--- src/rtl/md_ctrl_if.sv ---
// Request, operand, completion and HI/LO signals between the EX pipeline,
// the md_ctrl sequencer and the shared multiply/divide unit.
interface md_ctrl_if;
   logic        req_valid;
   logic [1:0]  req_op;
   logic [31:0] req_src1;
   logic [31:0] req_src2;
   logic        req_ready;
   logic        flush;
   logic        mf_req;
   logic        mthi_we;
   logic        mtlo_we;
   logic [31:0] mt_wdata;
   logic [3:0]  md_op;
   logic [31:0] md_src1;
   logic [31:0] md_src2;
   logic [63:0] md_result;
   logic        md_en;
   logic        stall;
   logic [31:0] hi;
   logic [31:0] lo;
   logic        md_timeout;
   logic [1:0]  fsm_state;

   // Handshake: a request transfers in a cycle where req_valid and req_ready
   // are both high; req_ready depends combinationally on req_valid and flush.
   modport slave (
      input  req_valid, req_op, req_src1, req_src2, flush, mf_req,
             mthi_we, mtlo_we, mt_wdata, md_result, md_en,
      output req_ready, md_op, md_src1, md_src2, stall, hi, lo,
             md_timeout, fsm_state
   );

   modport master (
      output req_valid, req_op, req_src1, req_src2, flush, mf_req,
             mthi_we, mtlo_we, mt_wdata, md_result, md_en,
      input  req_ready, md_op, md_src1, md_src2, stall, hi, lo,
             md_timeout, fsm_state
   );
endinterface

--- src/rtl/md_ctrl.sv ---
// Sequencer for the shared multiply/divide unit: issues one-hot ops, waits for
// completion, owns HI/LO, drives HI/LO hazard stalls and a completion watchdog.
module md_ctrl #(
   parameter int TIMEOUT = 64,
   parameter int CNT_W   = 7
) (
   input logic     clk,
   input logic     resetn,
   md_ctrl_if.slave bus
);

   typedef enum logic [1:0] {
      IDLE  = 2'd0,
      BUSY  = 2'd1,
      DRAIN = 2'd2
   } state_t;

   localparam logic [CNT_W-1:0] LAST = CNT_W'(TIMEOUT - 1);

   state_t           state;
   logic [CNT_W-1:0] cnt;
   logic [3:0]       md_op;
   logic [31:0]      md_src1;
   logic [31:0]      md_src2;
   logic [31:0]      hi;
   logic [31:0]      lo;
   logic [3:0]       op_hot;
   logic             is_idle;
   logic             accept;
   logic             mt_ok;
   logic             timeout_hit;

   always_comb begin
      op_hot = 4'b0000;
      case (bus.req_op)
         2'd0: op_hot = 4'b0100;
         2'd1: op_hot = 4'b1000;
         2'd2: op_hot = 4'b0001;
         2'd3: op_hot = 4'b0010;
         default: op_hot = 4'b0000;
      endcase
   end

   assign is_idle = (state == IDLE);
   assign accept  = is_idle & bus.req_valid & ~bus.flush;
   assign mt_ok   = is_idle & ~bus.flush;
   // Flush and completion both outrank the watchdog in the final BUSY cycle.
   assign timeout_hit = (state == BUSY) & ~bus.flush & ~bus.md_en & (cnt == LAST);

   always_ff @(posedge clk or negedge resetn) begin
      if (!resetn) begin
         state   <= IDLE;
         cnt     <= '0;
         md_op   <= 4'b0000;
         md_src1 <= '0;
         md_src2 <= '0;
         hi      <= '0;
         lo      <= '0;
      end else begin
         case (state)
            IDLE: begin
               if (mt_ok && bus.mthi_we) hi <= bus.mt_wdata;
               if (mt_ok && bus.mtlo_we) lo <= bus.mt_wdata;
               if (accept) begin
                  md_op   <= op_hot;
                  md_src1 <= bus.req_src1;
                  md_src2 <= bus.req_src2;
                  cnt     <= '0;
                  state   <= BUSY;
               end
            end
            BUSY: begin
               cnt <= cnt + 1'b1;
               if (bus.flush) begin
                  md_op <= 4'b0000;
                  state <= DRAIN;
               end else if (bus.md_en) begin
                  hi    <= bus.md_result[63:32];
                  lo    <= bus.md_result[31:0];
                  md_op <= 4'b0000;
                  state <= IDLE;
               end else if (cnt == LAST) begin
                  md_op <= 4'b0000;
                  state <= DRAIN;
               end
            end
            DRAIN: begin
               state <= IDLE;
            end
            default: begin
               md_op <= 4'b0000;
               state <= IDLE;
            end
         endcase
      end
   end

   assign bus.req_ready  = accept;
   assign bus.stall      = ~is_idle & (bus.mf_req | bus.mthi_we | bus.mtlo_we | bus.req_valid);
   assign bus.md_op      = md_op;
   assign bus.md_src1    = md_src1;
   assign bus.md_src2    = md_src2;
   assign bus.hi         = hi;
   assign bus.lo         = lo;
   assign bus.md_timeout = timeout_hit;
   assign bus.fsm_state  = state;

endmodule

--- src/flat_wrapper.sv ---
// flat-port wrapper written by rule: the top's interface ports become plain ports
module md_ctrl_flat 
#(
   parameter int TIMEOUT = 64,
   parameter int CNT_W   = 7
)
  (clk, resetn, bus_req_valid, bus_req_op, bus_req_src1, bus_req_src2, bus_flush, bus_mf_req, bus_mthi_we, bus_mtlo_we, bus_mt_wdata, bus_md_result, bus_md_en, bus_req_ready, bus_md_op, bus_md_src1, bus_md_src2, bus_stall, bus_hi, bus_lo, bus_md_timeout, bus_fsm_state);
  md_ctrl_if bus_i ();
  input logic clk;
  input logic resetn;
  input wire logic [$bits(bus_i.req_valid)-1:0] bus_req_valid;
  input wire logic [$bits(bus_i.req_op)-1:0] bus_req_op;
  input wire logic [$bits(bus_i.req_src1)-1:0] bus_req_src1;
  input wire logic [$bits(bus_i.req_src2)-1:0] bus_req_src2;
  input wire logic [$bits(bus_i.flush)-1:0] bus_flush;
  input wire logic [$bits(bus_i.mf_req)-1:0] bus_mf_req;
  input wire logic [$bits(bus_i.mthi_we)-1:0] bus_mthi_we;
  input wire logic [$bits(bus_i.mtlo_we)-1:0] bus_mtlo_we;
  input wire logic [$bits(bus_i.mt_wdata)-1:0] bus_mt_wdata;
  input wire logic [$bits(bus_i.md_result)-1:0] bus_md_result;
  input wire logic [$bits(bus_i.md_en)-1:0] bus_md_en;
  output wire logic [$bits(bus_i.req_ready)-1:0] bus_req_ready;
  output wire logic [$bits(bus_i.md_op)-1:0] bus_md_op;
  output wire logic [$bits(bus_i.md_src1)-1:0] bus_md_src1;
  output wire logic [$bits(bus_i.md_src2)-1:0] bus_md_src2;
  output wire logic [$bits(bus_i.stall)-1:0] bus_stall;
  output wire logic [$bits(bus_i.hi)-1:0] bus_hi;
  output wire logic [$bits(bus_i.lo)-1:0] bus_lo;
  output wire logic [$bits(bus_i.md_timeout)-1:0] bus_md_timeout;
  output wire logic [$bits(bus_i.fsm_state)-1:0] bus_fsm_state;
  assign bus_i.req_valid = bus_req_valid;
  assign bus_i.req_op = bus_req_op;
  assign bus_i.req_src1 = bus_req_src1;
  assign bus_i.req_src2 = bus_req_src2;
  assign bus_i.flush = bus_flush;
  assign bus_i.mf_req = bus_mf_req;
  assign bus_i.mthi_we = bus_mthi_we;
  assign bus_i.mtlo_we = bus_mtlo_we;
  assign bus_i.mt_wdata = bus_mt_wdata;
  assign bus_i.md_result = bus_md_result;
  assign bus_i.md_en = bus_md_en;
  assign bus_req_ready = bus_i.req_ready;
  assign bus_md_op = bus_i.md_op;
  assign bus_md_src1 = bus_i.md_src1;
  assign bus_md_src2 = bus_i.md_src2;
  assign bus_stall = bus_i.stall;
  assign bus_hi = bus_i.hi;
  assign bus_lo = bus_i.lo;
  assign bus_md_timeout = bus_i.md_timeout;
  assign bus_fsm_state = bus_i.fsm_state;
  md_ctrl #(.TIMEOUT(TIMEOUT), .CNT_W(CNT_W)) u_core (.clk(clk), .resetn(resetn), .bus(bus_i));
endmodule
--- config.mk ---
export PLATFORM = sky130hd
export DESIGN_NAME = md_ctrl_flat
export DESIGN_NICKNAME = d
export VERILOG_FILES = /design/src/rtl/md_ctrl_if.sv /design/src/rtl/md_ctrl.sv /design/src/flat_wrapper.sv
export SDC_FILE = /design/constraint.sdc
export NUM_CORES = 1
export LEC_CHECK = 0
export ABC_AREA = 0
export BUFFER_PORTS_ARGS = -buffer_cell sky130_fd_sc_hd__clkbuf_2
export CORE_ASPECT_RATIO = 1.5
export CORE_MARGIN = 1.5
export CORE_UTILIZATION = 25
export CTS_CLUSTER_DIAMETER = 50
export DETAILED_ROUTE_END_ITERATION = 8
export MAX_ROUTING_LAYER = met4
export PLACE_DENSITY = 0.55
export SYNTH_ARGS = -nofsm -noshare
export SYNTH_HDL_FRONTEND = slang
export SYNTH_SLANG_ARGS = --single-unit
export TNS_END_PERCENT = 1
--- constraint.sdc ---
create_clock -name clk -period 2.32 [get_ports clk]
set_clock_uncertainty 0.1 [all_clocks]
set_input_delay 0.464 -clock clk [delete_from_list [all_inputs] [get_ports clk]]
set_output_delay 0.464 -clock clk [all_outputs]
set_load 0.01 [all_outputs]
==> summary.md <==
| Metric | Value |
|---|---|
| DRT iter0 DRCs | `167` |
| CTS tree | `built` |
| Port Buffers | `306` |
| Remaining Overflow, GRT | `0` |
| Routed Antenna Nets | `0` |
| Register clock-pin slew on the reported worst setup and hold paths | `0.06 ns` |
| Leak pwr | `4.62 nW` |
| Min-delay worst type | `input port to flip-flop` |
| Setup WS pre-CTS | `-0.0275 ns` |
| Vias in the first global route | `5,109` |
| Gate Count Post-Synth | `554` |
| Vias per inst | `4.24` |
| Fin crit period | `2.33 ns` |
| RSZ-0062 raised after global routing | `yes` |
| Yosys reg bits | `141` |
| Synth unique cells | `33` |
| CP Class | `flip-flop to primary output` |
| Status | `finished, violations left` |
| Asr flop ratio synth | `100%` |
| Post-Syn Nets | `725` |
| HPWL Detailed | `13,100 µm` |
| Worst slew margin | `65.3%` |
| Worst Path Required | `1.76 ns` |
| Post-synth EDFFs | `0` |
| Clock Path Buffers | `2` |
| Clock Latency Late Sink | `0.42 ns` |
| Net count, final | `1,049` |
| Antenna Diode Count | `0` |
| Final setup viols | `1` |
| Routability congestion estimate | `0.792` |
| Most instantiated library cell after synthesis | `nand2_1` |
| Setup slack after layout | `-0.00698 ns` |
| Failing checks | `setup timing` |
| CTS Buf Count | `17` |
| Top-area cell type share of the netlist area | `56.4%` |
| Max Freq | `430 MHz` |
| Post-Route WL | `17,300 µm` |
| Final hold viol count | `0` |
| Fin util | `36.7%` |
| Fillers | `2,509` |
| Largest net degree at the start of global routing | `51` |
| Synthesized area | `6260 µm²` |
| Layout Area Growth over Synthesis | `44.0%` |
| Met2 wire length | `9070 µm` |
| Vert. Die Dim | `197 µm` |
| Period utilisation layout | `100%` |
| Overall die width | `132 µm` |
| # rows | `70` |
| Max VDD drop | `0.000482 V` |
| Max_cap viols | `0` |
| Top sig layer | `met4` |
| Initial core utilization | `25.5%` |
| DRC Markers | `0` |
| Measured slew at the worst slew-check pin | `0.521 ns` |
| PwrDens | `887 nW/µm²` |
| CP Launch Type | `flip-flop` |
| Crit path max fanout | `3` |
| Initial antenna violation count | `0` |
| Root Buffer | `clkbuf_16` |
| Htree depth | `4` |
| Area leader, netlist | `dfrtp_1` |
| Met1 wire length | `6810 µm` |
| Yosys warns | `0` |
| Met3 WL | `1040 µm` |
| Syn avg cell area | `11.3 µm²` |
| CTS Sinks | `141` |
| Vias | `5,150` |
| Drt pass-1 iters | `4` |
| Num ports | `307` |
| Total track usage | `13.8%` |
| Cell types with the highest counts after synthesis | `nand2_1 (197), dfrtp_1 (141), mux2_2 (130), buf_2 (23), nand3_1 (9)` |
| Register area share after synthesis | `56.4%` |
| Most used DFF post-synth | `dfrtp_1` |
| Worst EP arrival | `1.76 ns` |
| Crit end category | `primary output` |
| Die Area | `26,000 µm²` |
| Share of layout cells above drive strength 1 | `56.7%` |
| Core area | `24,500 µm²` |
| First-pass GRT wire length | `26,700 µm` |
| WL per Instance | `14.2 µm` |
| Synth top area cells | `dfrtp_1 (56%), mux2_2 (23%), nand2_1 (12%)` |
| Slew Limit Fails | `0` |
## cell type report
| type | instances | area (µm²) | share of cell area [%] |
|---|---|---|---|
| clock inverter | 14 | 145 | 1.61 |
| inverter | 2 | 10.0 | 0.111 |
| timing repair buffer | 336 | 1860 | 20.7 |
| sequential | 141 | 3530 | 39.2 |
| clock buffer | 18 | 429 | 4.76 |
| tap | 324 | 405 | 4.50 |
| multi-input combinational | 380 | 2630 | 29.2 |
## where the power goes
| group | leakage (nW) | internal [mW] | switching [mW] |
|---|---|---|---|
| combinational | 2.63 | 0.999 | 1.01 |
| sequential | 1.72 | 3.01 | 0.304 |
| clock | 0.272 | 1.58 | 1.08 |
## cell families (layout without fill, tap and decap cells)
logic type / count (synthesis) / after routing / synth area share [%]
flops: 141 / 141 / 56.4
fa+ha+maj: 1 / 1 / 0.200
compound gates: 15 / 15 / 1.64
simple gates: 231 / 231 / 15.3
mux: 133 / 133 / 23.9
buf+inv: 33 / 370 / 2.62
## per-layer routing
metal / track usage (%) / up-vias
li1: - / 2502
met1: 14.7 / 2438
met2: 23.9 / 190
met3: 4.12 / 20
met4: 5.27 / 0
met5: - / -
## stage by stage
step	hold WS [ns]	area, µm²	instances	setup TNS, ns	power (mW)
after CTS	0.0954	8950	1211	-0.129	8.13
after global routing	0.0948	9010	1215	-0.187	8.49
after detailed placement	0.341	8330	1177	-0.0275	5.39
after floorplan	0.0684	6260	554	0	4.35
final	0.124	9010	1215	-0.00698	8.00
after global placement	0.340	8330	1177	-0.0355	5.36
## sequential cells by signal, summed over array words and instances, names as in the netlist
name and count:
u_core.bus.lo 32, u_core.bus.md_src2 32, u_core.bus.fsm_state 2, u_core.bus.hi 32, u_core.cnt 7, u_core.bus.md_op 4, u_core.bus.md_src1 32
## final timing paths
kind | slack, ns | start | cells past startpoint | to
worst min-delay path | 0.12 | bus_req_src2[30] | 3 | u_core.bus.md_src2[30]
worst min register to register | 0.37 | u_core.bus.md_src2[20] | 2 | u_core.bus.md_src2[20]
max in group asynchronous | 1.06 | resetn | 3 | u_core.bus.md_src1[17]
worst max-delay path | -0.007 | u_core.bus.fsm_state[0] | 4 | bus_req_ready
min in group asynchronous | 0.46 | resetn | 2 | u_core.bus.hi[0]
worst max register to register | 0.26 | u_core.bus.fsm_state[1] | 6 | u_core.bus.lo[29]
## cell usage in the layout (no fill, tap or decap), types with 2 or more instances in the layout
| master | Yosys | routed |
|---|---|---|
| buf_12 | 0 | 7 |
| buf_4 | 1 | 21 |
| buf_6 | 1 | 3 |
| bufinv_16 | 0 | 2 |
| clkbuf_16 | 0 | 17 |
| clkbuf_2 | 0 | 304 |
| clkinv_2 | 0 | 4 |
| clkinv_4 | 0 | 2 |
| clkinvlp_4 | 0 | 4 |
| dfrtp_1 | 141 | 141 |
| inv_6 | 0 | 2 |
| mux2_2 | 130 | 130 |
| mux2i_1 | 3 | 3 |
| nand2_1 | 197 | 197 |
| nand2b_1 | 2 | 2 |
| nand3_1 | 9 | 9 |
| nand3b_1 | 6 | 6 |
| nor2_1 | 2 | 2 |
| nor3_1 | 4 | 3 |
| nor4b_4 | 0 | 2 |
| o211ai_1 | 5 | 5 |
| o21ai_0 | 4 | 4 |
| or3_1 | 2 | 2 |
## worst max-delay path, stage by stage, from the launching register on
cell      delay, ns
dfrtp_1        0.41
buf_4          0.15
or4b_4         0.56
inv_4          0.09
clkbuf_2       0.13
## what timing repair did
action,4_1_cts,5_1_grt
hold buffers,1,0
pin swaps,0,2
endpoints found under the hold margin,43,0
cloned,0,0
setup buffers,1,4
endpoints found under the setup margin,2,2
gates resized for setup,6,6
Note: power is estimated with default switching activity, not from simulation.
